[src/rtl/mpp_pkg.sv]
// Shared types and default widths for the mpp instruction-fetch front end.
package mpp_pkg;

    localparam int MPP_DATA_W = 8;
    localparam int MPP_ADDR_W = 16;

    typedef enum logic [1:0] {
        IDLE  = 2'd0,
        REQ   = 2'd1,
        WAIT  = 2'd2,
        DRAIN = 2'd3
    } fetch_state_t;

    typedef struct packed {
        logic [MPP_ADDR_W-1:0] addr;
        logic [MPP_DATA_W-1:0] data;
    } fetch_entry_t;

endpackage

[src/rtl/mpp_fetch_unit_if.sv]
// Bundle of program-memory, core-side and redirect signals around the fetch unit.
interface mpp_fetch_unit_if import mpp_pkg::*; #(
    parameter int DATA_W = MPP_DATA_W,
    parameter int ADDR_W = MPP_ADDR_W,
    parameter int DEPTH  = 4
);
    localparam int CNT_W = $clog2(DEPTH) + 1;

    logic              mem_cs_n;
    logic [ADDR_W-1:0] mem_addr;
    logic [DATA_W-1:0] mem_rdata;
    logic              mem_rvalid;

    logic              instr_valid;
    logic              instr_ready;
    logic [DATA_W-1:0] instr_data;
    logic [ADDR_W-1:0] instr_addr;

    logic              redirect_valid;
    logic [ADDR_W-1:0] redirect_addr;

    logic [CNT_W-1:0]  fifo_count;

    modport master (
        output mem_cs_n, mem_addr,
        input  mem_rdata, mem_rvalid,
        output instr_valid, instr_data, instr_addr,
        input  instr_ready,
        input  redirect_valid, redirect_addr,
        output fifo_count
    );

    modport slave (
        input  mem_cs_n, mem_addr,
        output mem_rdata, mem_rvalid,
        input  instr_valid, instr_data, instr_addr,
        output instr_ready,
        output redirect_valid, redirect_addr,
        input  fifo_count
    );

endinterface

[src/rtl/mpp_sync_fifo.sv]
// Synchronous FIFO with flush; pointers carry one extra bit so full and empty differ.
module mpp_sync_fifo #(
    parameter int WIDTH = 24,
    parameter int DEPTH = 4
) (
    input  logic                     clk,
    input  logic                     rst_n,
    input  logic                     push_i,
    input  logic [WIDTH-1:0]         push_data_i,
    input  logic                     pop_i,
    input  logic                     flush_i,
    output logic [WIDTH-1:0]         head_o,
    output logic [$clog2(DEPTH):0]   count_o
);
    localparam int IDX_W = $clog2(DEPTH);

    logic [IDX_W:0]   wr_ptr_q, wr_ptr_d;
    logic [IDX_W:0]   rd_ptr_q, rd_ptr_d;
    logic [WIDTH-1:0] mem_q [DEPTH];
    logic [WIDTH-1:0] mem_d [DEPTH];

    // A push into a full queue alongside a pop lands in the slot the pop vacates.
    always_comb begin
        wr_ptr_d = wr_ptr_q;
        rd_ptr_d = rd_ptr_q;
        mem_d    = mem_q;
        if (flush_i) begin
            wr_ptr_d = '0;
            rd_ptr_d = '0;
        end else begin
            if (push_i) begin
                mem_d[wr_ptr_q[IDX_W-1:0]] = push_data_i;
                wr_ptr_d = wr_ptr_q + (IDX_W+1)'(1);
            end
            if (pop_i) begin
                rd_ptr_d = rd_ptr_q + (IDX_W+1)'(1);
            end
        end
    end

    always_ff @(posedge clk) begin
        if (!rst_n) begin
            wr_ptr_q <= '0;
            rd_ptr_q <= '0;
        end else begin
            wr_ptr_q <= wr_ptr_d;
            rd_ptr_q <= rd_ptr_d;
        end
    end

    always_ff @(posedge clk) begin
        mem_q <= mem_d;
    end

    assign head_o  = mem_q[rd_ptr_q[IDX_W-1:0]];
    assign count_o = wr_ptr_q - rd_ptr_q;

endmodule

[src/rtl/mpp_fetch_unit.sv]
// Instruction prefetch front end: one outstanding memory request feeding a small queue,
// with branch redirect that flushes queued data and discards the in-flight response.
module mpp_fetch_unit import mpp_pkg::*; #(
    parameter int                DATA_W   = MPP_DATA_W,
    parameter int                ADDR_W   = MPP_ADDR_W,
    parameter int                DEPTH    = 4,
    parameter logic [ADDR_W-1:0] RESET_PC = '0
) (
    input  logic             clk,
    input  logic             rst_n,
    mpp_fetch_unit_if.master bus
);
    localparam int               CNT_W   = $clog2(DEPTH) + 1;
    localparam int               ENTRY_W = ADDR_W + DATA_W;
    localparam logic [CNT_W-1:0] FULL    = CNT_W'(DEPTH);

    fetch_state_t      state_q, state_d;
    logic [ADDR_W-1:0] fetch_pc_q, fetch_pc_d;
    logic              mem_cs_n_q, mem_cs_n_d;
    logic [ADDR_W-1:0] mem_addr_q, mem_addr_d;

    logic               push, pop, flush;
    logic [ENTRY_W-1:0] head;
    logic [CNT_W-1:0]   count;
    logic [CNT_W-1:0]   count_after_push;

    mpp_sync_fifo #(
        .WIDTH (ENTRY_W),
        .DEPTH (DEPTH)
    ) u_fifo (
        .clk         (clk),
        .rst_n       (rst_n),
        .push_i      (push),
        .push_data_i ({fetch_pc_q, bus.mem_rdata}),
        .pop_i       (pop),
        .flush_i     (flush),
        .head_o      (head),
        .count_o     (count)
    );

    always_comb begin
        state_d          = state_q;
        fetch_pc_d       = fetch_pc_q;
        mem_cs_n_d       = 1'b1;
        mem_addr_d       = mem_addr_q;
        push             = 1'b0;
        pop              = (count != '0) && bus.instr_ready;
        flush            = 1'b0;
        count_after_push = count + CNT_W'(1) - CNT_W'(pop);

        case (state_q)
            IDLE:  if (count < FULL) state_d = REQ;
            REQ:   state_d = WAIT;
            WAIT: begin
                if (bus.mem_rvalid) begin
                    push       = 1'b1;
                    fetch_pc_d = fetch_pc_q + ADDR_W'(1);
                    state_d    = (count_after_push < FULL) ? REQ : IDLE;
                end
            end
            DRAIN: if (bus.mem_rvalid) state_d = IDLE;
            default: state_d = IDLE;
        endcase

        // Redirect wins over queue traffic; an in-flight request must still be drained.
        if (bus.redirect_valid) begin
            flush      = 1'b1;
            push       = 1'b0;
            pop        = 1'b0;
            fetch_pc_d = bus.redirect_addr;
            case (state_q)
                REQ:     state_d = DRAIN;
                WAIT:    state_d = bus.mem_rvalid ? IDLE : DRAIN;
                IDLE:    state_d = IDLE;
                default: ;
            endcase
        end

        if (state_d == REQ) begin
            mem_cs_n_d = 1'b0;
            mem_addr_d = fetch_pc_d;
        end
    end

    always_ff @(posedge clk) begin
        if (!rst_n) begin
            state_q    <= IDLE;
            fetch_pc_q <= RESET_PC;
            mem_cs_n_q <= 1'b1;
            mem_addr_q <= '0;
        end else begin
            state_q    <= state_d;
            fetch_pc_q <= fetch_pc_d;
            mem_cs_n_q <= mem_cs_n_d;
            mem_addr_q <= mem_addr_d;
        end
    end

    assign bus.mem_cs_n    = mem_cs_n_q;
    assign bus.mem_addr    = mem_addr_q;
    assign bus.instr_valid = (count != '0);
    assign bus.instr_addr  = head[ENTRY_W-1:DATA_W];
    assign bus.instr_data  = head[DATA_W-1:0];
    assign bus.fifo_count  = count;

endmodule
[src/flat_wrapper.sv]
// flat-port wrapper written by rule: the top's interface ports become plain ports
module mpp_fetch_unit_flat import mpp_pkg::*;
#(
    parameter int                DATA_W   = MPP_DATA_W,
    parameter int                ADDR_W   = MPP_ADDR_W,
    parameter int                DEPTH    = 4,
    parameter logic [ADDR_W-1:0] RESET_PC = '0
)
  (clk, rst_n, bus_mem_cs_n, bus_mem_addr, bus_mem_rdata, bus_mem_rvalid, bus_instr_valid, bus_instr_data, bus_instr_addr, bus_instr_ready, bus_redirect_valid, bus_redirect_addr, bus_fifo_count);
  mpp_fetch_unit_if #(.DATA_W(DATA_W), .ADDR_W(ADDR_W), .DEPTH(DEPTH)) bus_i ();
  input  logic clk;
  input  logic rst_n;
  output wire logic [$bits(bus_i.mem_cs_n)-1:0] bus_mem_cs_n;
  output wire logic [$bits(bus_i.mem_addr)-1:0] bus_mem_addr;
  input wire logic [$bits(bus_i.mem_rdata)-1:0] bus_mem_rdata;
  input wire logic [$bits(bus_i.mem_rvalid)-1:0] bus_mem_rvalid;
  output wire logic [$bits(bus_i.instr_valid)-1:0] bus_instr_valid;
  output wire logic [$bits(bus_i.instr_data)-1:0] bus_instr_data;
  output wire logic [$bits(bus_i.instr_addr)-1:0] bus_instr_addr;
  input wire logic [$bits(bus_i.instr_ready)-1:0] bus_instr_ready;
  input wire logic [$bits(bus_i.redirect_valid)-1:0] bus_redirect_valid;
  input wire logic [$bits(bus_i.redirect_addr)-1:0] bus_redirect_addr;
  output wire logic [$bits(bus_i.fifo_count)-1:0] bus_fifo_count;
  assign bus_mem_cs_n = bus_i.mem_cs_n;
  assign bus_mem_addr = bus_i.mem_addr;
  assign bus_i.mem_rdata = bus_mem_rdata;
  assign bus_i.mem_rvalid = bus_mem_rvalid;
  assign bus_instr_valid = bus_i.instr_valid;
  assign bus_instr_data = bus_i.instr_data;
  assign bus_instr_addr = bus_i.instr_addr;
  assign bus_i.instr_ready = bus_instr_ready;
  assign bus_i.redirect_valid = bus_redirect_valid;
  assign bus_i.redirect_addr = bus_redirect_addr;
  assign bus_fifo_count = bus_i.fifo_count;
  mpp_fetch_unit #(.DATA_W(DATA_W), .ADDR_W(ADDR_W), .DEPTH(DEPTH), .RESET_PC(RESET_PC)) u_core (.clk(clk), .rst_n(rst_n), .bus(bus_i));
endmodule
[config.mk]
export PLATFORM = sky130hd
export DESIGN_NAME = mpp_fetch_unit_flat
export DESIGN_NICKNAME = d
export VERILOG_FILES = /design/src/rtl/mpp_pkg.sv /design/src/rtl/mpp_fetch_unit_if.sv /design/src/rtl/mpp_sync_fifo.sv /design/src/rtl/mpp_fetch_unit.sv /design/src/flat_wrapper.sv
export SDC_FILE = /design/constraint.sdc
export NUM_CORES = 1
export LEC_CHECK = 0
export CAP_MARGIN = 10
export CORE_ASPECT_RATIO = 1.4
export CORE_UTILIZATION = 50
export CTS_CLUSTER_DIAMETER = 200
export DETAILED_ROUTE_END_ITERATION = 16
export PLACE_DENSITY = 0.82
export SYNTH_ARGS = -nofsm -noshare
export SYNTH_HDL_FRONTEND = slang
export SYNTH_SLANG_ARGS = --single-unit
[constraint.sdc]
create_clock -name clk -period 4.6 [get_ports clk]
set_input_delay 0.92 -clock clk [delete_from_list [all_inputs] [get_ports clk]]
set_output_delay 0.92 -clock clk [all_outputs]
set_load 0.005 [all_outputs]
==> reports/results.tsv <==
stage	metric	value	unit
outcome	run_status	finished clean	
final_layout	diodes	0	
hold_path	hold-path-endpoint	u_core.bus.mem_addr[6]	
setup_path	critical_path_required	3680	ps
logic_synthesis	synth-edff-count	96	
routing	postRouteWirelength	10.7	mm
timing	rsz0062_at_grt	no	
routing	vias_per_inst	5.48	
logic_synthesis	synthArstFlopShare	0	
final_layout	layout.cells.most_common_list	sky130_fd_sc_hd__edfxtp_1, sky130_fd_sc_hd__clkdlybuf4s50_1, sky130_fd_sc_hd__dfxtp_1	
cts	holdBufCountCts	0	
cts	ctsRootBufferMaster	sky130_fd_sc_hd__clkbuf_16	
cts	worstSkewPairLatency	420	ps
cts	cts_tree	yes	
cts	cts.htree.levels	4	
timing	period_share	0.783	
cts	worst_setup_hold_path_clk_slew	60	ps
routing	drt_iter0_markers	149	
grt	grt_antenna_before_repair	0	
setup_path	setup.worst_path.start_class	flip-flop	
final_layout	utilization	0.650	
setup_path	timing.critical_path.cells	inv_1 -> ha_1 -> fa_1 -> xor3_2 -> or3_1 -> clkdlybuf4s50_1	
floorplanning	core_area	0.0109	sq mm
setup_path	critical_path.reg2reg.startpoint	u_core.u_fifo.wr_ptr_q[0]	
power_and_ir_drop	peakVddDrop	338	uV
logic_synthesis	number_of_distinct_library_cell_variants_in_the_gate_level_netlist_after_synthesis	49	
floorplanning	die_width	91.2	um
routing	drcViolationCount	0	
floorplanning	starting_utilization_of_the_core_area	0.512	
run	max_cap_viol_count	0	
setup_path	peak_per_stage_delay_on_the_critical_path	470	ps
hold_path	min_path_type	flip-flop to flip-flop	
logic_synthesis	mappedNetlistArea	0.00557	sq mm
logic_synthesis	yosysWarnings	0	
timing	slew_viol_final	0	
timing	fin_worst_hold_slack	491	ps
final_layout	flow.area_growth_from_synthesis	26.9	%
routing	via_count	3252	
timing	setup-violations-final	0	
logic_synthesis	synthCells	356	
final_layout	design.final.nets	476	
hold_path	hold_depth	2	
grt	first_global_vias	3415	
grt	grt_first_pass_wirelength	16.9	mm
floorplanning	die_h	127	um
power_and_ir_drop	p_leak	2.52	nW
power_and_ir_drop	total_power	0.00297	W
setup_path	path_buf_inv	2	
placed_design	detailed_place_hpwl	6.68	mm
cts	postCtsSetupRepairBufs	0	
timing	relSlewSlack	0.573	
logic_synthesis	post_synthesis_sequential_element_count	137	
final_layout	layout_commonest_cell	sky130_fd_sc_hd__edfxtp_1	
floorplanning	die_area	0.0116	sq mm
floorplanning	placementRows	45	
setup_path	worst_r2r_endpoint	u_core.bus.mem_addr[13]	
setup_path	critPathSlowestCell	sky130_fd_sc_hd__clkdlybuf4s50_1	
cts	clock-sinks	137	
setup_path	critPathArrivalTime	2680	ps
power_and_ir_drop	p_per_area	420	mW/mm^2
cts	post_cts_resize_count	0	
setup_path	ff2ff_path_depth	8	
routing	drt_first_pass_iters	4	
setup_path	class_of_the_most_critical_setup_path	flip-flop to output port	
placed_design	io_buffers	73	
logic_synthesis	average_footprint_of_a_synthesized_cell	15.6	sq um
logic_synthesis	ys.flop_type	sky130_fd_sc_hd__edfxtp_1	
grt	gr-usage-all-layers	0.201	
setup_path	crit_path_end_kind	output port	
logic_synthesis	synth-seq-area-share	0.665	
final_layout	drive_above_1_share	0.164	
setup_path	regToRegSetupSlack	1810	ps
timing	timing.clock.skew	6.38	ps
cts	max-clock-path-buffers	2	
timing	tightestPinTransition	640	ps
grt	grt_overflow_total	0	
timing	timing_limited_maximum_frequency	0.278	GHz
placed_design	gp_congestion	0.848	
logic_synthesis	syn_nets	393	
timing	fin_crit	3600	ps
timing	timing.setup.tns	0	ps
setup_path	critPathMaxFanout	6	
grt	grt_max_degree	29	
setup_path	critPathTopFamily	buffers and inverters	
cts	tritoncts.num_buffers	17	
hold_path	worst_hold_startpoint	u_core.bus.mem_addr[6]	
timing	hold_viol_final	0	
routing	detail_route.wl_per_cell	18.0	um
floorplanning	io_pins	74	
routing	antenna_violating_nets_post_route	0	
==> per-stage QoR <==
step | std cells | setup slack [ps] | area (sq um)
after floorplan | 356 | 2030 | 5570
after global placement | 561 | 1180 | 6430
after detailed placement | 561 | 1080 | 6430
after CTS | 593 | 984 | 7070
after global routing | 593 | 877 | 7070
final | 593 | 998 | 7070
==> cells in the mapped netlist, types with 2 or more instances <==
master,number,area (sq um)
sky130_fd_sc_hd__edfxtp_1,96,2880
sky130_fd_sc_hd__dfxtp_1,41,821
sky130_fd_sc_hd__nand2_1,29,109
sky130_fd_sc_hd__mux4_2,24,541
sky130_fd_sc_hd__and2_1,15,93.8
sky130_fd_sc_hd__o21ai_0,15,75.1
sky130_fd_sc_hd__o211a_1,10,100
sky130_fd_sc_hd__clkbuf_1,9,33.8
sky130_fd_sc_hd__mux2i_1,9,90.1
sky130_fd_sc_hd__nand3_1,9,45.0
sky130_fd_sc_hd__nor2_1,9,33.8
sky130_fd_sc_hd__xnor2_1,9,78.8
sky130_fd_sc_hd__nor2b_1,8,50.1
sky130_fd_sc_hd__xor2_1,8,70.1
sky130_fd_sc_hd__ha_1,7,87.6
sky130_fd_sc_hd__inv_1,6,22.5
sky130_fd_sc_hd__a21oi_1,5,25.0
sky130_fd_sc_hd__nand4_1,4,25.0
sky130_fd_sc_hd__nor4_1,4,25.0
sky130_fd_sc_hd__buf_2,3,15.0
sky130_fd_sc_hd__buf_6,3,33.8
sky130_fd_sc_hd__nand2b_1,3,18.8
sky130_fd_sc_hd__o22ai_1,3,18.8
sky130_fd_sc_hd__nor3_1,2,10.0
==> worst min-delay path, cell delays in order (launching register included) <==
cell and delay [ps]:
sky130_fd_sc_hd__dfxtp_1 310, sky130_fd_sc_hd__nand2_1 50, sky130_fd_sc_hd__o22ai_1 70
==> metal layers <==
layer	part of all wire	wire length, um	track usage
met4	0.015	163	0.0980
met1	0.38	4110	0.213
met3	0.050	534	0.0540
met5	0	0	0
met2	0.55	5870	0.365
==> sequential cells by signal, summed over array words and instances, names as in the netlist <==
register,count
u_core.fetch_pc_q,16
u_core.u_fifo.mem_q,96
u_core.bus.mem_addr,16
u_core.bus.mem_cs_n,1
u_core.u_fifo.rd_ptr_q,3
u_core.u_fifo.wr_ptr_q,3
u_core.state_q,2
==> where the power goes <==
part           internal (W)  switching [W]  leakage (nW)  total, W
sequential          0.00135      0.0000314          1.21   0.00138
clock              0.000952       0.000482         0.316   0.00143
combinational     0.0000896      0.0000632         0.995  0.000153
total               0.00239       0.000577          2.52   0.00297
==> kinds of logic after synthesis <==
logic type	after synthesis	synth area share
XOR/XNOR	18	0.0312
multiplexers	34	0.115
AND/OR/NAND/NOR	96	0.0962
adder cells (fa/ha/maj)	8	0.0193
flip-flops	137	0.665
AO/OA/AOI/OAI	40	0.0503
buffers and inverters	23	0.0222
==> cell type report <==
class / count / area, sq um
repair buffers: 81 / 791
flip-flops and latches: 137 / 3700
well taps: 141 / 176
clock inverters: 15 / 206
inverters: 6 / 22.5
clock buffers: 17 / 425
fillers: 750 / 3800
multi-input cells: 196 / 1740
==> worst max path at each step <==
stage | from | to | slack [ps] | cells after the start
2_1_floorplan | u_core.u_fifo.wr_ptr_q[0] | bus_instr_valid | 2030 | 5
3_3_place_gp | bus_mem_rvalid | u_core.u_fifo.mem_q[20] | 1180 | 5
3_5_place_dp | bus_mem_rvalid | u_core.u_fifo.mem_q[0] | 1080 | 5
4_1_cts | u_core.u_fifo.wr_ptr_q[0] | bus_instr_valid | 980 | 6
5_1_grt | u_core.u_fifo.wr_ptr_q[0] | bus_instr_valid | 880 | 6
6_report | u_core.u_fifo.wr_ptr_q[0] | bus_instr_valid | 1000 | 6
(Power assumes the default switching activity.)
